==> src/rtl/acc_mem_if.sv <==
// Accelerator <-> shared Data Memory port bundle. The arbiter sits on the slave
// modport; requesters, the CPU-busy source and the memory sit on the master side.
interface acc_mem_if #(
  parameter int NUM_ACC   = 4,
  parameter int ADDR_W    = 16,
  parameter int RD_DATA_W = 512,
  parameter int WR_DATA_W = 32
);
  localparam int IDW = (NUM_ACC > 1) ? $clog2(NUM_ACC) : 1;

  logic [NUM_ACC-1:0]                acc_read_en;
  logic [NUM_ACC-1:0][ADDR_W-1:0]    acc_read_addr;
  logic [NUM_ACC-1:0]                acc_write_en;
  logic [NUM_ACC-1:0][ADDR_W-1:0]    acc_write_addr;
  logic [NUM_ACC-1:0][WR_DATA_W-1:0] acc_write_data;
  logic [RD_DATA_W-1:0]              acc_read_data;
  logic [NUM_ACC-1:0]                acc_read_data_valid;
  logic [NUM_ACC-1:0]                acc_write_done;
  logic                              cpu_mem_busy;
  logic                              mem_rd_en;
  logic [ADDR_W-1:0]                 mem_rd_addr;
  logic [RD_DATA_W-1:0]              mem_rd_data;
  logic                              mem_wr_en;
  logic [ADDR_W-1:0]                 mem_wr_addr;
  logic [WR_DATA_W-1:0]              mem_wr_data;
  logic [IDW-1:0]                    grant_id;
  logic                              busy;

  modport slave (
    input  acc_read_en, acc_read_addr, acc_write_en, acc_write_addr, acc_write_data,
           cpu_mem_busy, mem_rd_data,
    output acc_read_data, acc_read_data_valid, acc_write_done,
           mem_rd_en, mem_rd_addr, mem_wr_en, mem_wr_addr, mem_wr_data, grant_id, busy
  );

  modport master (
    output acc_read_en, acc_read_addr, acc_write_en, acc_write_addr, acc_write_data,
           cpu_mem_busy, mem_rd_data,
    input  acc_read_data, acc_read_data_valid, acc_write_done,
           mem_rd_en, mem_rd_addr, mem_wr_en, mem_wr_addr, mem_wr_data, grant_id, busy
  );
endinterface

==> src/rtl/acc_mem_arbiter.sv <==
// Round-robin arbiter sharing one Data Memory port among NUM_ACC accelerator
// control units; one transaction in flight, CPU activity blocks new grants.
module acc_mem_arbiter #(
  parameter int NUM_ACC        = 4,
  parameter int ADDR_W         = 16,
  parameter int RD_DATA_W      = 512,
  parameter int WR_DATA_W      = 32,
  parameter int MEM_RD_LATENCY = 2
) (
  input logic       clk,
  input logic       rst_n,
  acc_mem_if.slave  bus
);
  localparam int IDW = (NUM_ACC > 1) ? $clog2(NUM_ACC) : 1;
  localparam int CW  = $clog2(MEM_RD_LATENCY + 1);

  typedef enum logic [2:0] {IDLE, ISSUE_RD, RD_WAIT, ISSUE_WR, RESP} state_e;

  state_e               state_q, state_d;
  logic [IDW-1:0]       rr_q, rr_d, id_q, id_d;
  logic                 rd_q, rd_d;
  logic [ADDR_W-1:0]    addr_q, addr_d;
  logic [WR_DATA_W-1:0] wdata_q, wdata_d;
  logic [CW-1:0]        cnt_q, cnt_d;
  logic [RD_DATA_W-1:0] rdata_q, rdata_d;

  logic [NUM_ACC-1:0]   pend;
  logic                 found;
  logic [IDW-1:0]       sel, cand;
  int                   pick_idx;

  assign pend = bus.acc_read_en | bus.acc_write_en;

  // First pending requester at or after rr_q, wrapping.
  always_comb begin
    found    = 1'b0;
    sel      = rr_q;
    cand     = '0;
    pick_idx = 0;
    for (int k = 0; k < NUM_ACC; k++) begin
      pick_idx = (int'(rr_q) + k) % NUM_ACC;
      cand     = IDW'(pick_idx);
      if (!found && pend[cand]) begin
        found = 1'b1;
        sel   = cand;
      end
    end
  end

  always_comb begin
    state_d = state_q;
    rr_d    = rr_q;
    id_d    = id_q;
    rd_d    = rd_q;
    addr_d  = addr_q;
    wdata_d = wdata_q;
    cnt_d   = cnt_q;
    rdata_d = rdata_q;
    case (state_q)
      IDLE: begin
        if (!bus.cpu_mem_busy && found) begin
          id_d    = sel;
          rr_d    = (sel == IDW'(NUM_ACC - 1)) ? '0 : sel + 1'b1;
          // Read wins when both are raised; the write gets a later grant.
          rd_d    = bus.acc_read_en[sel];
          addr_d  = bus.acc_read_en[sel] ? bus.acc_read_addr[sel] : bus.acc_write_addr[sel];
          wdata_d = bus.acc_write_data[sel];
          state_d = bus.acc_read_en[sel] ? ISSUE_RD : ISSUE_WR;
        end
      end
      ISSUE_RD: begin
        cnt_d   = '0;
        state_d = RD_WAIT;
      end
      RD_WAIT: begin
        if (cnt_q == CW'(MEM_RD_LATENCY - 1)) begin
          rdata_d = bus.mem_rd_data;
          state_d = RESP;
        end else begin
          cnt_d = cnt_q + 1'b1;
        end
      end
      ISSUE_WR: state_d = RESP;
      RESP:     state_d = IDLE;
      default:  state_d = IDLE;
    endcase
  end

  always_ff @(posedge clk) begin
    if (!rst_n) begin
      state_q <= IDLE;
      rr_q    <= '0;
      id_q    <= '0;
      rd_q    <= 1'b0;
      addr_q  <= '0;
      wdata_q <= '0;
      cnt_q   <= '0;
      rdata_q <= '0;
    end else begin
      state_q <= state_d;
      rr_q    <= rr_d;
      id_q    <= id_d;
      rd_q    <= rd_d;
      addr_q  <= addr_d;
      wdata_q <= wdata_d;
      cnt_q   <= cnt_d;
      rdata_q <= rdata_d;
    end
  end

  // Strobes and buses are gated so nothing toggles outside the issue cycle.
  assign bus.mem_rd_en     = (state_q == ISSUE_RD);
  assign bus.mem_rd_addr   = (state_q == ISSUE_RD) ? addr_q : '0;
  assign bus.mem_wr_en     = (state_q == ISSUE_WR);
  assign bus.mem_wr_addr   = (state_q == ISSUE_WR) ? addr_q : '0;
  assign bus.mem_wr_data   = (state_q == ISSUE_WR) ? wdata_q : '0;
  assign bus.acc_read_data = rdata_q;
  assign bus.grant_id      = id_q;
  assign bus.busy          = (state_q != IDLE);

  for (genvar g = 0; g < NUM_ACC; g++) begin : g_resp
    assign bus.acc_read_data_valid[g] = (state_q == RESP) &&  rd_q && (id_q == IDW'(g));
    assign bus.acc_write_done[g]      = (state_q == RESP) && !rd_q && (id_q == IDW'(g));
  end
endmodule

==> src/flat_wrapper.sv <==
// flat-port wrapper written by rule: the top's interface ports become plain ports
module acc_mem_arbiter_flat 
#(
  parameter int NUM_ACC        = 4,
  parameter int ADDR_W         = 16,
  parameter int RD_DATA_W      = 512,
  parameter int WR_DATA_W      = 32,
  parameter int MEM_RD_LATENCY = 2
)
  (clk, rst_n, bus_acc_read_en, bus_acc_read_addr, bus_acc_write_en, bus_acc_write_addr, bus_acc_write_data, bus_cpu_mem_busy, bus_mem_rd_data, bus_acc_read_data, bus_acc_read_data_valid, bus_acc_write_done, bus_mem_rd_en, bus_mem_rd_addr, bus_mem_wr_en, bus_mem_wr_addr, bus_mem_wr_data, bus_grant_id, bus_busy);
  acc_mem_if #(.NUM_ACC(NUM_ACC), .ADDR_W(ADDR_W), .RD_DATA_W(RD_DATA_W), .WR_DATA_W(WR_DATA_W)) bus_i ();
  input logic clk;
  input logic rst_n;
  input wire logic [$bits(bus_i.acc_read_en)-1:0] bus_acc_read_en;
  input wire logic [$bits(bus_i.acc_read_addr)-1:0] bus_acc_read_addr;
  input wire logic [$bits(bus_i.acc_write_en)-1:0] bus_acc_write_en;
  input wire logic [$bits(bus_i.acc_write_addr)-1:0] bus_acc_write_addr;
  input wire logic [$bits(bus_i.acc_write_data)-1:0] bus_acc_write_data;
  input wire logic [$bits(bus_i.cpu_mem_busy)-1:0] bus_cpu_mem_busy;
  input wire logic [$bits(bus_i.mem_rd_data)-1:0] bus_mem_rd_data;
  output wire logic [$bits(bus_i.acc_read_data)-1:0] bus_acc_read_data;
  output wire logic [$bits(bus_i.acc_read_data_valid)-1:0] bus_acc_read_data_valid;
  output wire logic [$bits(bus_i.acc_write_done)-1:0] bus_acc_write_done;
  output wire logic [$bits(bus_i.mem_rd_en)-1:0] bus_mem_rd_en;
  output wire logic [$bits(bus_i.mem_rd_addr)-1:0] bus_mem_rd_addr;
  output wire logic [$bits(bus_i.mem_wr_en)-1:0] bus_mem_wr_en;
  output wire logic [$bits(bus_i.mem_wr_addr)-1:0] bus_mem_wr_addr;
  output wire logic [$bits(bus_i.mem_wr_data)-1:0] bus_mem_wr_data;
  output wire logic [$bits(bus_i.grant_id)-1:0] bus_grant_id;
  output wire logic [$bits(bus_i.busy)-1:0] bus_busy;
  assign bus_i.acc_read_en = bus_acc_read_en;
  assign bus_i.acc_read_addr = bus_acc_read_addr;
  assign bus_i.acc_write_en = bus_acc_write_en;
  assign bus_i.acc_write_addr = bus_acc_write_addr;
  assign bus_i.acc_write_data = bus_acc_write_data;
  assign bus_i.cpu_mem_busy = bus_cpu_mem_busy;
  assign bus_i.mem_rd_data = bus_mem_rd_data;
  assign bus_acc_read_data = bus_i.acc_read_data;
  assign bus_acc_read_data_valid = bus_i.acc_read_data_valid;
  assign bus_acc_write_done = bus_i.acc_write_done;
  assign bus_mem_rd_en = bus_i.mem_rd_en;
  assign bus_mem_rd_addr = bus_i.mem_rd_addr;
  assign bus_mem_wr_en = bus_i.mem_wr_en;
  assign bus_mem_wr_addr = bus_i.mem_wr_addr;
  assign bus_mem_wr_data = bus_i.mem_wr_data;
  assign bus_grant_id = bus_i.grant_id;
  assign bus_busy = bus_i.busy;
  acc_mem_arbiter #(.NUM_ACC(NUM_ACC), .ADDR_W(ADDR_W), .RD_DATA_W(RD_DATA_W), .WR_DATA_W(WR_DATA_W), .MEM_RD_LATENCY(MEM_RD_LATENCY)) u_core (.clk(clk), .rst_n(rst_n), .bus(bus_i));
endmodule
==> config.mk <==
export PLATFORM = sky130hd
export DESIGN_NAME = acc_mem_arbiter_flat
export DESIGN_NICKNAME = d
export VERILOG_FILES = /design/src/rtl/acc_mem_if.sv /design/src/rtl/acc_mem_arbiter.sv /design/src/flat_wrapper.sv
export SDC_FILE = /design/constraint.sdc
export NUM_CORES = 1
export LEC_CHECK = 0
export CAP_MARGIN = 40
export CELL_PAD_IN_SITES_DETAIL_PLACEMENT = 0
export CELL_PAD_IN_SITES_GLOBAL_PLACEMENT = 1
export CORE_AREA = 2 2 530 532
export DETAILED_ROUTE_END_ITERATION = 6
export DIE_AREA = 0 0 532 534
export GPL_ROUTABILITY_DRIVEN = 0
export PLACE_DENSITY_LB_ADDON = 0.2
export SLEW_MARGIN = 40
export SYNTH_ARGS = -nofsm -noshare
export SYNTH_HDL_FRONTEND = slang
export SYNTH_SLANG_ARGS = --single-unit
export TNS_END_PERCENT = 1
==> constraint.sdc <==
create_clock -name clk -period 2.9 [get_ports clk]
set_input_delay 0.58 -clock clk [delete_from_list [all_inputs] [get_ports clk]]
set_output_delay 0.58 -clock clk [all_outputs]
set_load 0.02 [all_outputs]
# [Yosys cells after proc, flatten, opt, wreduce, memory -nomap -nowiden]
# Cells that the tools add are included.
[op_classes] n_addsub=5 n_mux=34 n_lt_le_gt_ge=5 reduce_logical=27 bitwise_logic=1 n_eq_ne=12
[op_table] operator="$mux 16" count=5
[op_table] operator="$bmux 16 s2" count=2
[op_table] operator="$bmux 32 s2" count=1
[op_table] operator="$mux 32" count=2
[op_table] operator="$lt 2x3->1 const B" count=5
[op_table] operator="$logic_and 1x1->1" count=14
[op_table] operator="$mux 2" count=6
[op_table] operator="$pmux 3 s4" count=1
[op_table] operator="$bmux 1 s2" count=5
[op_table] operator="$mux 1" count=9
[op_table] operator="$reduce_and 2->1" count=4
[op_table] operator="$add 2x1->2 const B" count=3
[op_table] operator="$eq 2x2->1 const B" count=3
[op_table] operator="$eq 3x2->1 const B" count=2
[op_table] operator="$mux 3" count=2
[op_table] operator="$logic_not 1->1" count=5
[op_table] operator="$add 2x2->2 const B" count=2
[op_table] operator="$eq 2x1->1 const B" count=2
[op_table] operator="$ne 2x1->1 const B" count=2
[op_table] operator="$or 4x4->4" count=1
[op_table] operator="$pmux 2 s2" count=1
[op_table] operator="$eq 3x1->1 const B" count=1
[op_table] operator="$eq 3x3->1 const B" count=1
[op_table] operator="$logic_not 3->1" count=1
[op_table] operator="4 further kinds" count=4
[totals] regBits=570 elab_cells=92

# [Longest topological paths before layout]
[depth] word_depth=18 depth_mapped=9 ltp_nobuf=7

# [Worst setup path before layout]
# Ideal clock, no wire load.
[synth_timing] path_kind="input-to-reg" startpoint="input port bus_acc_read_en[2]" endpoint="register u_core.addr_q[10]" setup_slack_ns=0.590 required_ns=2.778 stages=8 n_path_buf=2 t_arrival_ns=2.188 path_cell_list="buf_6 -> or4_1 -> a31oi_1 -> a21oi_2 -> buf_6 -> a211oi_1 -> a211oi_2 -> a221o_1"
[synth_between] elab_chain_len=16
[synth_rtl] element="start: declaration" line_no="flat_wrapper.sv:14" source="input wire logic [$bits(bus_i.acc_read_en)-1:0] bus_acc_read_en;"
[synth_rtl] element="$or 4x4->4" line_no="acc_mem_arbiter.sv:32" source="assign pend = bus.acc_read_en | bus.acc_write_en;"
[synth_rtl] element="$bmux 1 s2" line_no="acc_mem_arbiter.sv:43" source="if (!found && pend[cand]) begin"
[synth_rtl] element="$mux 1 (not written as such)" line_no="acc_mem_arbiter.sv:43"
[synth_rtl] element="$mux 1" line_no="acc_mem_arbiter.sv:43"
[synth_rtl] element="$logic_not 1->1" line_no="acc_mem_arbiter.sv:43"
[synth_rtl] element="$logic_and 1x1->1" line_no="acc_mem_arbiter.sv:43"
[synth_rtl] element="$mux 1" line_no="acc_mem_arbiter.sv:43"
[synth_rtl] element="$logic_not 1->1" line_no="acc_mem_arbiter.sv:43"
[synth_rtl] element="$logic_and 1x1->1" line_no="acc_mem_arbiter.sv:43"
[synth_rtl] element="$mux 1" line_no="acc_mem_arbiter.sv:43"
[synth_rtl] element="$logic_not 1->1" line_no="acc_mem_arbiter.sv:43"
[synth_rtl] element="$logic_and 1x1->1" line_no="acc_mem_arbiter.sv:43"
[synth_rtl] element="$mux 2" line_no="acc_mem_arbiter.sv:43"
[synth_rtl] element="$bmux 16 s2 / $bmux 1 s2 (equally long branches)" line_no="acc_mem_arbiter.sv:66" source="addr_d = bus.acc_read_en[sel] ? bus.acc_read_addr[sel] : bus.acc_write_addr[sel];"
[synth_rtl] element="$mux 16 (not written as such) / $mux 1 (equally long branches)" line_no="acc_mem_arbiter.sv:66"
[synth_rtl] element="$mux 16" line_no="acc_mem_arbiter.sv:66"
[synth_rtl] element="end signal: assignment" line_no="acc_mem_arbiter.sv:104" source="addr_q <= addr_d;"
[synth_rtl] element="end: declaration" line_no="acc_mem_arbiter.sv:22" source="logic [ADDR_W-1:0] addr_q, addr_d;"
# Several ways; a longest one is shown, not always the timed one. The select of a mux whose other input is x is not followed.
# A chain may end at the register's enable or synchronous reset.

# [Worst setup path in the final report]
[layout_timing] startpoint="register u_core.state_q[2]" endpoint="output port bus_mem_wr_data[1]"
[layout_between] elab_chain_len=2
[layout_rtl] element="start: declaration" line_no="acc_mem_arbiter.sv:19" source="state_e state_q, state_d;"
[layout_rtl] element="start signal: assignment" line_no="acc_mem_arbiter.sv:100" source="state_q <= state_d;"
[layout_rtl] element="$eq 3x2->1" line_no="acc_mem_arbiter.sv:116" source="assign bus.mem_wr_data = (state_q == ISSUE_WR) ? wdata_q : '0;"
[layout_rtl] element="$mux 32" line_no="acc_mem_arbiter.sv:116"
[layout_rtl] element="end: declaration" line_no="flat_wrapper.sv:28" source="output wire logic [$bits(bus_i.mem_wr_data)-1:0] bus_mem_wr_data;"
# No other way between the ends.

==> results.toml <==
[status]
outcome = "completed"

[synth]
synth_area_per_cell_um2 = 8.32
synth_cell_type_count = 53
netlist_area_mm2 = 0.0234
synth_edf_count = 0
synth.area.top_cells = "dfxtp_1 (49%), a21boi_0 (17%), nand2_1 (17%)"
yosysMostFrequentCell = "nand2_1"
postSynth.asyncResetShare_pct = 0
ys_warn_count = 0
synth_seq_area_share_pct = 48.7
netlist_top_cells_count = "nand2_1 (1,062), dfxtp_1 (570), a21boi_0 (544), clkbuf_1 (196), mux2i_1 (68)"
yosysTopAreaCellShare_pct = 48.7
syn_nets = 3596
syn_inst = 2816
ys.flop_type = "dfxtp_1"
yosysTopAreaCell = "dfxtp_1"
synth_seq_cells = 570

[pwr]
vdd_drop_max_mv = 0.371
powerDensity_mw_per_mm2 = 525
combPwrFrac_pct = 17.8
p_clk_share_pct = 46.1
p_sw_share_pct = 28.8
p_int_uw = 16800
power.switching_uw = 6810
leakage_uw = 0.0148
seq_power_share_pct = 36.1

[clocking]
cts_buffer_depth = 4
clock_latency_ps = 800
cts_tree = "yes"
cts_inserted_buffers = 90
clk_pin_slew_ps = 50
h-tree-depth = 3
clock_sinks = 570
cts_hold_buf = 0
clockRootBuffer = "clkbuf_16"

[global_route]
antenna_found_initial = 105
grt_use_total_pct = 12.8
grt_max_degree = 141
grt_pass1_wl_um = 250000
overflow = 0
grt_pass1_vias = 26290

[placement]
dp_hpwl_um = 154000
placed_area_mm2 = 0.0420
place_ws_ps = -122
port_buffers = 1367

[setup_path]
r2r_cells = 8
crit_slowest_cell = "dfxtp_2"
worstReg2RegStart = "u_core.state_q[1]"
cpPeakStageDelay_ps = 470
cp-end-kind = "output pin"
crit_arrival_ps = 2170
crit_chain = "and3b_2, buf_12, and2_1, dlygate4sd2_1"
crit_cells = 4
worst-path-buf-inv = 2
critical_path_required_ps = 2320
startpoint = "u_core.state_q[2]"
path_class = "reg2out"
path_max_fanout = 49
startpoint_type = "flip-flop"
path_delay_family = "buffers and inverters"

[route]
drt-wirelength-per-cell_um = 23.8
first_iter_violations = 1024
num_vias = 25326
drt_wl_total_um = 189000
drt-pass1-iter-count = 5
vias_per_cell = 3.18
ant_nets = 0
post-route-drc-count = 0

[timing]
fin_crit_sh_pct = 95.0
setup_tns_ps = 0
slew_headroom_pct = 50.3
clock_skew_ps = 80.9
setup_viol = 0
layout_setup_ws_ps = 146
worstMarginPinSlew_ps = 745
hold_viol_final = 0
slew_violations = 0
fin_crit_ps = 2750
max_freq_mhz = 363
grt_setup_unrepaired = "no"

[floorplanning]
start_util_pct = 8.42
core_mm2 = 0.278
die_h_um = 534
die_width_um = 532
dieArea_mm2 = 0.284
rows = 194
io_pins = 1368

[hold_path]
min_path_type = "in2reg"
hold_depth = 2
min_from = "rst_n"

[finish]
final_net_count = 4922
fin_area_mm2 = 0.0449
areaGrowthSynthToFinish_pct = 91.7
drive_gt1_share_pct = 7.39

[job]
max-cap-violations = 0
==> cells in the final DEF (no fill, tap or decap), types with 16 or more instances in the layout <==
cell / instances
clkdlybuf4s50_1: 1267
nand2_1: 1061
dfxtp_1: 567
a21boi_0: 544
buf_4: 103
clkbuf_16: 91
mux2i_1: 68
and2_1: 65
buf_12: 45
dlygate4sd2_1: 41
nor2b_1: 38
a211oi_1: 35
clkbuf_1: 34
and3_1: 32
o211ai_1: 32
diode_2: 31
o21ai_0: 22
a21oi_1: 18
clkbuf_8: 17
a221o_1: 16
==> timing repair <==
item | 4_1_cts | 5_1_grt
setup endpoints to repair | 48 | 4
buffers inserted | 2 | 0
pin swaps | 2 | 0
resized for setup | 48 | 7
==> power groups by stage <==
stage	clock (uW)	sequential [uW]	combinational (uW)
5_1_grt	11700	8570	4510
3_5_place_dp	0	8710	4290
6_report	10900	8520	4200
4_1_cts	11500	8550	4310
3_3_place_gp	0	8710	4290
2_1_floorplan	0	8740	1430
==> state kept, by name, indices dropped and copies added (netlist names) <==
signal                    count
u_core.wdata_q               32
u_core.rr_q                   2
u_core.bus.grant_id           2
u_core.addr_q                16
u_core.rd_q                   1
u_core.state_q                3
u_core.cnt_q                  2
u_core.bus.acc_read_data    512
==> kinds of logic after synthesis <==
family,count (synthesis),share of synthesized area (%)
flops,570,48.7
xor+xnor,1,0.0374
buf+inv,232,4.01
compound gates,708,22.7
simple gates,1236,21.6
fa+ha+maj,1,0.0534
mux,68,2.90
==> worst paths after layout <==
check	end	slack (ps)
worst max-delay path	bus_mem_wr_data[1]	150
worst min-delay path	u_core.bus.acc_read_data[62]	260
worst max register to register	u_core.addr_q[14]	520
worst min register to register	u_core.bus.acc_read_data[172]	460
==> per-stage QoR <==
stage	instances	hold slack (ps)	total power, uW	util (%)
after floorplan	2816	434	10200	-
after global placement	7772	451	13000	15.1
after detailed placement	7772	457	13000	15.1
after CTS	7932	181	24300	16.1
after global routing	7934	207	24800	16.1
final	7963	263	23600	16.1
==> worst reg2reg max path, cell delays in order, from the launching register on <==
cell and delay, ps:
dfxtp_2 350, buf_4 180, or3_4 400, a311oi_4 340, nand2_2 140, inv_2 120
nand3_4 280, a211oi_1 370, a221o_1 140
==> metal layers <==
| layer | vias up | track usage [%] | wire length (um) |
|---|---|---|---|
| li1 | 12055 | - | - |
| met1 | 11859 | 14.1 | 73300 |
| met2 | 1100 | 22.4 | 92200 |
| met3 | 238 | 6.07 | 20200 |
| met4 | 74 | 2.17 | 3020 |
| met5 | - | 0 | 476 |
==> cell type report <==
type	instances	area, um^2
antenna	31	77.6
clock buffer	142	2640
clock inverter	16	178
fill	31601	233000
inverter	3	11.3
multi-input combinational	2014	11100
sequential	570	11400
tap	3724	4660
timing repair buffer	1463	14800
No activity file was read; power rests on OpenSTA's default activity.
